File: src/rtl/gray_rx_decoder_pkg.sv
// Shared types and helpers for the Gray-code receive decoder.
package gray_rx_decoder_pkg;

   // Decoder FSM states; encodings are fixed so debug probes stay stable.
   typedef enum logic [1:0] {
      ST_ACQUIRE = 2'd0,
      ST_TRACK   = 2'd1,
      ST_RESYNC  = 2'd2
   } state_e;

   localparam int GRAY_MAX_W = 32;

   // Gray to binary: b[MSB] = g[MSB], b[i] = b[i+1] ^ g[i].
   // Works on a zero-extended value; leading zeros do not change the low bits.
   function automatic logic [GRAY_MAX_W-1:0] gray2bin(input logic [GRAY_MAX_W-1:0] g);
      logic [GRAY_MAX_W-1:0] b;
      b = '0;
      b[GRAY_MAX_W-1] = g[GRAY_MAX_W-1];
      for (int i = GRAY_MAX_W-2; i >= 0; i--) begin
         b[i] = b[i+1] ^ g[i];
      end
      return b;
   endfunction

endpackage

File: src/rtl/gray_rx_decoder_if.sv
// Signal bundle between the Gray-code source side and the decoder.
// valid semantics: valid=1 means bin_out is a trusted, tracked position; there is no
// ready/back-pressure, and step_up/step_down/glitch are single-cycle event strobes that
// are only meaningful on the cycle they are high.
interface gray_rx_decoder_if #(
   parameter int W     = 4,
   parameter int ERR_W = 8
);
   import gray_rx_decoder_pkg::*;

   logic [W-1:0]     gray_in;
   logic [W-1:0]     bin_out;
   logic             valid;
   logic             step_up;
   logic             step_down;
   logic             glitch;
   logic [ERR_W-1:0] err_count;
   state_e           state;      // debug view of the decoder FSM

   modport master (
      output gray_in,
      input  bin_out, valid, step_up, step_down, glitch, err_count, state
   );

   modport slave (
      input  gray_in,
      output bin_out, valid, step_up, step_down, glitch, err_count, state
   );
endinterface

File: src/rtl/gray_rx_decoder_sync.sv
// Multi-flop synchroniser for the asynchronous Gray bus; Gray coding keeps a
// bus-wide capture coherent because only one bit changes per step.
module gray_rx_decoder_sync #(
   parameter int W      = 4,
   parameter int STAGES = 2
) (
   input  logic         clk,
   input  logic         rst,
   input  logic [W-1:0] d,
   output logic [W-1:0] q
);

   logic [W-1:0] chain [STAGES];

   // Shift the input through STAGES flops, all cleared on reset.
   always_ff @(posedge clk) begin
      if (rst) begin
         for (int i = 0; i < STAGES; i++) chain[i] <= '0;
      end else begin
         chain[0] <= d;
         for (int i = 1; i < STAGES; i++) chain[i] <= chain[i-1];
      end
   end

   assign q = chain[STAGES-1];

endmodule

File: src/rtl/gray_rx_decoder.sv
// Gray-code receiver: synchronises, decodes, tracks +/-1 steps, flags glitches
// and re-acquires once the input has settled again.
module gray_rx_decoder
   import gray_rx_decoder_pkg::*;
#(
   parameter int W           = 4,
   parameter int SYNC_STAGES = 2,
   parameter int ERR_W       = 8
) (
   input  logic               clk,
   input  logic               rst,
   gray_rx_decoder_if.slave   bus
);

   // After reset the synchroniser still holds zeros, so ACQUIRE waits until the
   // chain has been refilled with post-reset samples before loading bin_out.
   localparam int          FW        = $clog2(SYNC_STAGES + 1);
   localparam logic [FW-1:0] FILL_LAST = FW'(SYNC_STAGES);

   logic [W-1:0]     g_s, g_b, g_prev_q;
   state_e           state_q, state_d;
   logic [W-1:0]     bin_q, bin_d;
   logic             valid_q, valid_d;
   logic             up_q, up_d, dn_q, dn_d, gl_q, gl_d;
   logic [ERR_W-1:0] err_q, err_d;
   logic [FW-1:0]    fill_q, fill_d;

   gray_rx_decoder_sync #(.W(W), .STAGES(SYNC_STAGES)) u_sync (
      .clk (clk),
      .rst (rst),
      .d   (bus.gray_in),
      .q   (g_s)
   );

   assign g_b = W'(gray2bin(GRAY_MAX_W'(g_s)));

   // Register FSM state, outputs and the one-cycle-old synchronised code.
   always_ff @(posedge clk) begin
      if (rst) begin
         state_q  <= ST_ACQUIRE;
         bin_q    <= '0;
         valid_q  <= 1'b0;
         up_q     <= 1'b0;
         dn_q     <= 1'b0;
         gl_q     <= 1'b0;
         err_q    <= '0;
         fill_q   <= '0;
         g_prev_q <= '0;
      end else begin
         state_q  <= state_d;
         bin_q    <= bin_d;
         valid_q  <= valid_d;
         up_q     <= up_d;
         dn_q     <= dn_d;
         gl_q     <= gl_d;
         err_q    <= err_d;
         fill_q   <= fill_d;
         g_prev_q <= g_s;
      end
   end

   // Next-state and next-output decode: step classification and glitch handling.
   always_comb begin
      state_d = state_q;
      bin_d   = bin_q;
      valid_d = valid_q;
      up_d    = 1'b0;
      dn_d    = 1'b0;
      gl_d    = 1'b0;
      err_d   = err_q;
      fill_d  = fill_q;
      case (state_q)
         ST_ACQUIRE: begin
            valid_d = 1'b0;
            if (fill_q == FILL_LAST) begin
               bin_d   = g_b;
               valid_d = 1'b1;
               state_d = ST_TRACK;
            end else begin
               fill_d = fill_q + 1'b1;
            end
         end
         ST_TRACK: begin
            if (g_b == bin_q) begin
               // holding position
            end else if (g_b == bin_q + W'(1)) begin
               bin_d = g_b;
               up_d  = 1'b1;
            end else if (g_b == bin_q - W'(1)) begin
               bin_d = g_b;
               dn_d  = 1'b1;
            end else begin
               gl_d    = 1'b1;
               valid_d = 1'b0;
               state_d = ST_RESYNC;
               if (err_q != '1) err_d = err_q + 1'b1;
            end
         end
         ST_RESYNC: begin
            // Reload silently once the code is seen unchanged on two cycles.
            if (g_s == g_prev_q) begin
               bin_d   = g_b;
               valid_d = 1'b1;
               state_d = ST_TRACK;
            end
         end
         default: state_d = ST_ACQUIRE;
      endcase
   end

   assign bus.bin_out   = bin_q;
   assign bus.valid     = valid_q;
   assign bus.step_up   = up_q;
   assign bus.step_down = dn_q;
   assign bus.glitch    = gl_q;
   assign bus.err_count = err_q;
   assign bus.state     = state_q;

endmodule

File: src/flat_wrapper.sv
// flat-port wrapper written by rule: the top's interface ports become plain ports
module gray_rx_decoder_flat import gray_rx_decoder_pkg::*;
#(
   parameter int W           = 4,
   parameter int SYNC_STAGES = 2,
   parameter int ERR_W       = 8
)
  (clk, rst, bus_gray_in, bus_bin_out, bus_valid, bus_step_up, bus_step_down, bus_glitch, bus_err_count, bus_state);
  gray_rx_decoder_if #(.W(W), .ERR_W(ERR_W)) bus_i ();
  input  logic clk;
  input  logic rst;
  input wire logic [$bits(bus_i.gray_in)-1:0] bus_gray_in;
  output wire logic [$bits(bus_i.bin_out)-1:0] bus_bin_out;
  output wire logic [$bits(bus_i.valid)-1:0] bus_valid;
  output wire logic [$bits(bus_i.step_up)-1:0] bus_step_up;
  output wire logic [$bits(bus_i.step_down)-1:0] bus_step_down;
  output wire logic [$bits(bus_i.glitch)-1:0] bus_glitch;
  output wire logic [$bits(bus_i.err_count)-1:0] bus_err_count;
  output wire logic [$bits(bus_i.state)-1:0] bus_state;
  assign bus_i.gray_in = bus_gray_in;
  assign bus_bin_out = bus_i.bin_out;
  assign bus_valid = bus_i.valid;
  assign bus_step_up = bus_i.step_up;
  assign bus_step_down = bus_i.step_down;
  assign bus_glitch = bus_i.glitch;
  assign bus_err_count = bus_i.err_count;
  assign bus_state = bus_i.state;
  gray_rx_decoder #(.W(W), .SYNC_STAGES(SYNC_STAGES), .ERR_W(ERR_W)) u_core (.clk(clk), .rst(rst), .bus(bus_i));
endmodule
File: config.mk
export PLATFORM = sky130hd
export DESIGN_NAME = gray_rx_decoder_flat
export DESIGN_NICKNAME = d
export VERILOG_FILES = /design/src/rtl/gray_rx_decoder_pkg.sv /design/src/rtl/gray_rx_decoder_if.sv /design/src/rtl/gray_rx_decoder_sync.sv /design/src/rtl/gray_rx_decoder.sv /design/src/flat_wrapper.sv
export SDC_FILE = /design/constraint.sdc
export NUM_CORES = 1
export LEC_CHECK = 0
export ABC_AREA = 1
export CAP_MARGIN = 20
export CORE_ASPECT_RATIO = 0.6
export CORE_MARGIN = 5
export CORE_UTILIZATION = 45
export DETAILED_ROUTE_END_ITERATION = 12
export PLACE_DENSITY = 0.67
export SLEW_MARGIN = 20
export SYNTH_ARGS = -nofsm -noshare
export SYNTH_HDL_FRONTEND = slang
export SYNTH_SLANG_ARGS = --single-unit
File: constraint.sdc
create_clock -name clk -period 2.41 [get_ports clk]
set_clock_uncertainty 0.15 [all_clocks]
set_input_delay 0.6025 -clock clk [delete_from_list [all_inputs] [get_ports clk]]
set_output_delay 0.6025 -clock clk [all_outputs]
set_load 0.005 [all_outputs]
==> qor.txt <==
final setup margin: 0.297 ns
clk sinks: 32
period utilization: 87.7%
Die Area: 0.00552 sq mm
GP Congestion: 0.846
Data arrival, critical path: 2.14 ns
commonest non-fill, non-tap cell in the layout: nand2_1
crit path max fanout: 9
Critical Path RT: 2.43 ns
Fin. Hold Viols: 0
area grow syn2layout: 21.6%
Layout Utilization: 55.6%
MaxCap Viol Count: 0
Leakage: 1.08 nW
chip width: 92.6 microns
FF+latch count, synth: 32
final std cells w/o fill: 348
Syn Inst Count: 269
Slew @ Worst Pin: 0.313 ns
final slew viol count: 0
Fmax: 473 MHz
Power per Cell Area: 1110 mW/mm^2
Setup crit end kind: flip-flop
via/cell ratio: 4.66
Synth Area per Inst: 6.85 sq um
via count: 1620
Worst slew margin: 79.1%
Final min period: 2.11 ns
CTS root buffer: clkbuf_8
core area: 0.00403 sq mm
hold_ws: 0.252 ns
largest net degree at the start of global routing: 19
total grt overflow: 0
Routed Antenna Nets: 0
die height: 59.6 microns
crit path max-delay cell type: dfxtp_2
CTS tree: yes
worst min path class: reg2reg
DRC: 0
Max IR drop VDD: 538 uV
dpl cells: 340
I/O pins: 24
worst skew pair latency: 0.29 ns
Setup crit start kind: flip-flop
GRT Util Overall: 15.1%
initial drt markers: 107
# port buffers: 23
DRT Pass-1 Iters: 4
clock-pin slew on the worst setup and hold paths: 0.07 ns
worst slack, placed: 0.241 ns
Unique masters post-synth: 27
Routed WL: 3830 microns
setup TNS: 0 ns
Ys Warns: 0
initial antenna violation count: 0
fraction of layout cells with a size suffix above 1: 11.7%
# setup viols final: 0
CTS max path bufs: 2
Synth Net Count: 284
status: finished clean
total CTS buffers: 5
Seq/Total Area, Yosys: 34.8%
first-pass GRT wire length: 6500 microns
Nets: 312
most frequent cells in the layout: nand2_1 (69), nor2_1 (37), inv_1 (35), dfxtp_1 (31), nand3_1 (25)
Initial Utilization: 45.7%
worst-path cell chain: inv_1 -> ha_1 -> inv_1 -> nand3_1 -> nand2_1 -> nor2_1 -> nand2_2 -> inv_2 -> nor2_4 -> nand2_2 -> nand2_1 -> a21oi_1
H-tree depth: 2
DP HPWL: 2880 microns
Setup Fix Bufs, Post-CTS: 0
crit-path max cell delay: 0.39 ns
wire length per cell: 11.0 microns
# diodes: 0
unrepaired setup endpoints after global routing: false
kind of critical path: reg2reg
number of placement rows: 18
vias in the first global route: 1374
mapped cell area: 0.00184 sq mm
-- what timing repair did --
item                                    4_1_cts  5_1_grt
endpoints found under the setup margin        0        4
gates resized for setup                       0        1
hold buffers                                  0        0
-- report_power, final --
| group | switching [mW] | internal, mW |
|---|---|---|
| sequential | 0.0968 | 0.621 |
| combinational | 0.759 | 0.496 |
| clock | 0.214 | 0.306 |
| total | 1.07 | 1.42 |
-- sequential cells by signal, indices dropped and copies added (netlist names), 2 cells and up --
signal,count
u_core.bus.bin_out,4
u_core.bus.err_count,8
u_core.bus.state,2
u_core.fill_q,2
u_core.g_prev_q,4
u_core.u_sync.chain,8
-- routing by layer --
metal  global-route usage [%]  routed length, microns  vias to the layer above
met5                        0                       0                        -
met4                     4.38                      31                        0
met3                     5.33                     226                        4
met2                     19.4                    1390                       32
met1                     23.1                    2180                      693
li1                         -                       -                      891
-- worst max-delay path: cells and delay by family (launching register included) --
kind | cells | cell delay (ns)
AND/OR/NAND/NOR | 7 | 0.78
buffers and inverters | 3 | 0.27
adder cells (fa/ha/maj) | 1 | 0.37
AO/OA/AOI/OAI | 1 | 0.06
flip-flops | 1 | 0.39
-- cells in the mapped netlist --
cell | n | area, sq um
nor2_2 | 2 | 12.5
nand4_1 | 4 | 25.0
o21ai_0 | 2 | 10.0
dfxtp_1 | 32 | 641
nand3_4 | 2 | 35.0
nor3_1 | 1 | 5.00
nand2_2 | 11 | 68.8
xnor2_1 | 7 | 61.3
clkinv_1 | 1 | 3.75
xor2_1 | 3 | 26.3
nand3_1 | 25 | 125
nand2_4 | 1 | 11.3
and3_1 | 1 | 6.26
nand3_2 | 2 | 20.0
inv_4 | 1 | 6.26
a21oi_1 | 13 | 65.1
mux2i_1 | 1 | 10.0
ha_1 | 9 | 113
nor2_8 | 1 | 20.0
buf_4 | 1 | 7.51
nor2_4 | 1 | 11.3
clkbuf_1 | 2 | 7.51
nand3b_1 | 1 | 7.51
inv_1 | 35 | 131
nand2_1 | 69 | 259
nor2_1 | 37 | 139
inv_2 | 4 | 15.0
-- final timing paths --
path	from	endpoint	slack [ns]	depth (start not counted)
min reg2reg	u_core.u_sync.chain[0][2]$_SDFF_PP0_	u_core.u_sync.chain[0][6]$_SDFF_PP0_	0.25	2
min	u_core.u_sync.chain[0][2]$_SDFF_PP0_	u_core.u_sync.chain[0][6]$_SDFF_PP0_	0.25	2
max reg2reg	u_core.bus.bin_out[0]$_SDFFE_PP0P_	u_core.bus.err_count[1]$_SDFFE_PP0P_	0.30	12
max	u_core.bus.bin_out[0]$_SDFFE_PP0P_	u_core.bus.err_count[1]$_SDFFE_PP0P_	0.30	12
-- kinds of logic after synthesis --
| family | synth area share [%] |
|---|---|
| AO/OA/AOI/OAI | 4.07 |
| XOR/XNOR | 4.75 |
| adder cells (fa/ha/maj) | 6.11 |
| buffers and inverters | 9.30 |
| flip-flops | 34.8 |
| multiplexers | 0.543 |
| AND/OR/NAND/NOR | 40.5 |
-- metrics by stage --
stage,power [mW],instance area [sq um]
after floorplan,1.63,1840
after global placement,1.95,2130
after detailed placement,1.97,2130
after CTS,2.50,2240
after global routing,2.72,2240
final,2.49,2240
-- area by class of cell --
| type | count | area, sq um |
|---|---|---|
| flip-flops and latches | 32 | 642 |
| well taps | 50 | 62.6 |
| clock inverters | 3 | 42.5 |
| repair buffers | 24 | 238 |
| multi-input cells | 193 | 1030 |
| clock buffers | 5 | 68.8 |
| fillers | 386 | 1790 |
| inverters | 41 | 156 |
No activity file was read; power rests on OpenSTA's default activity.
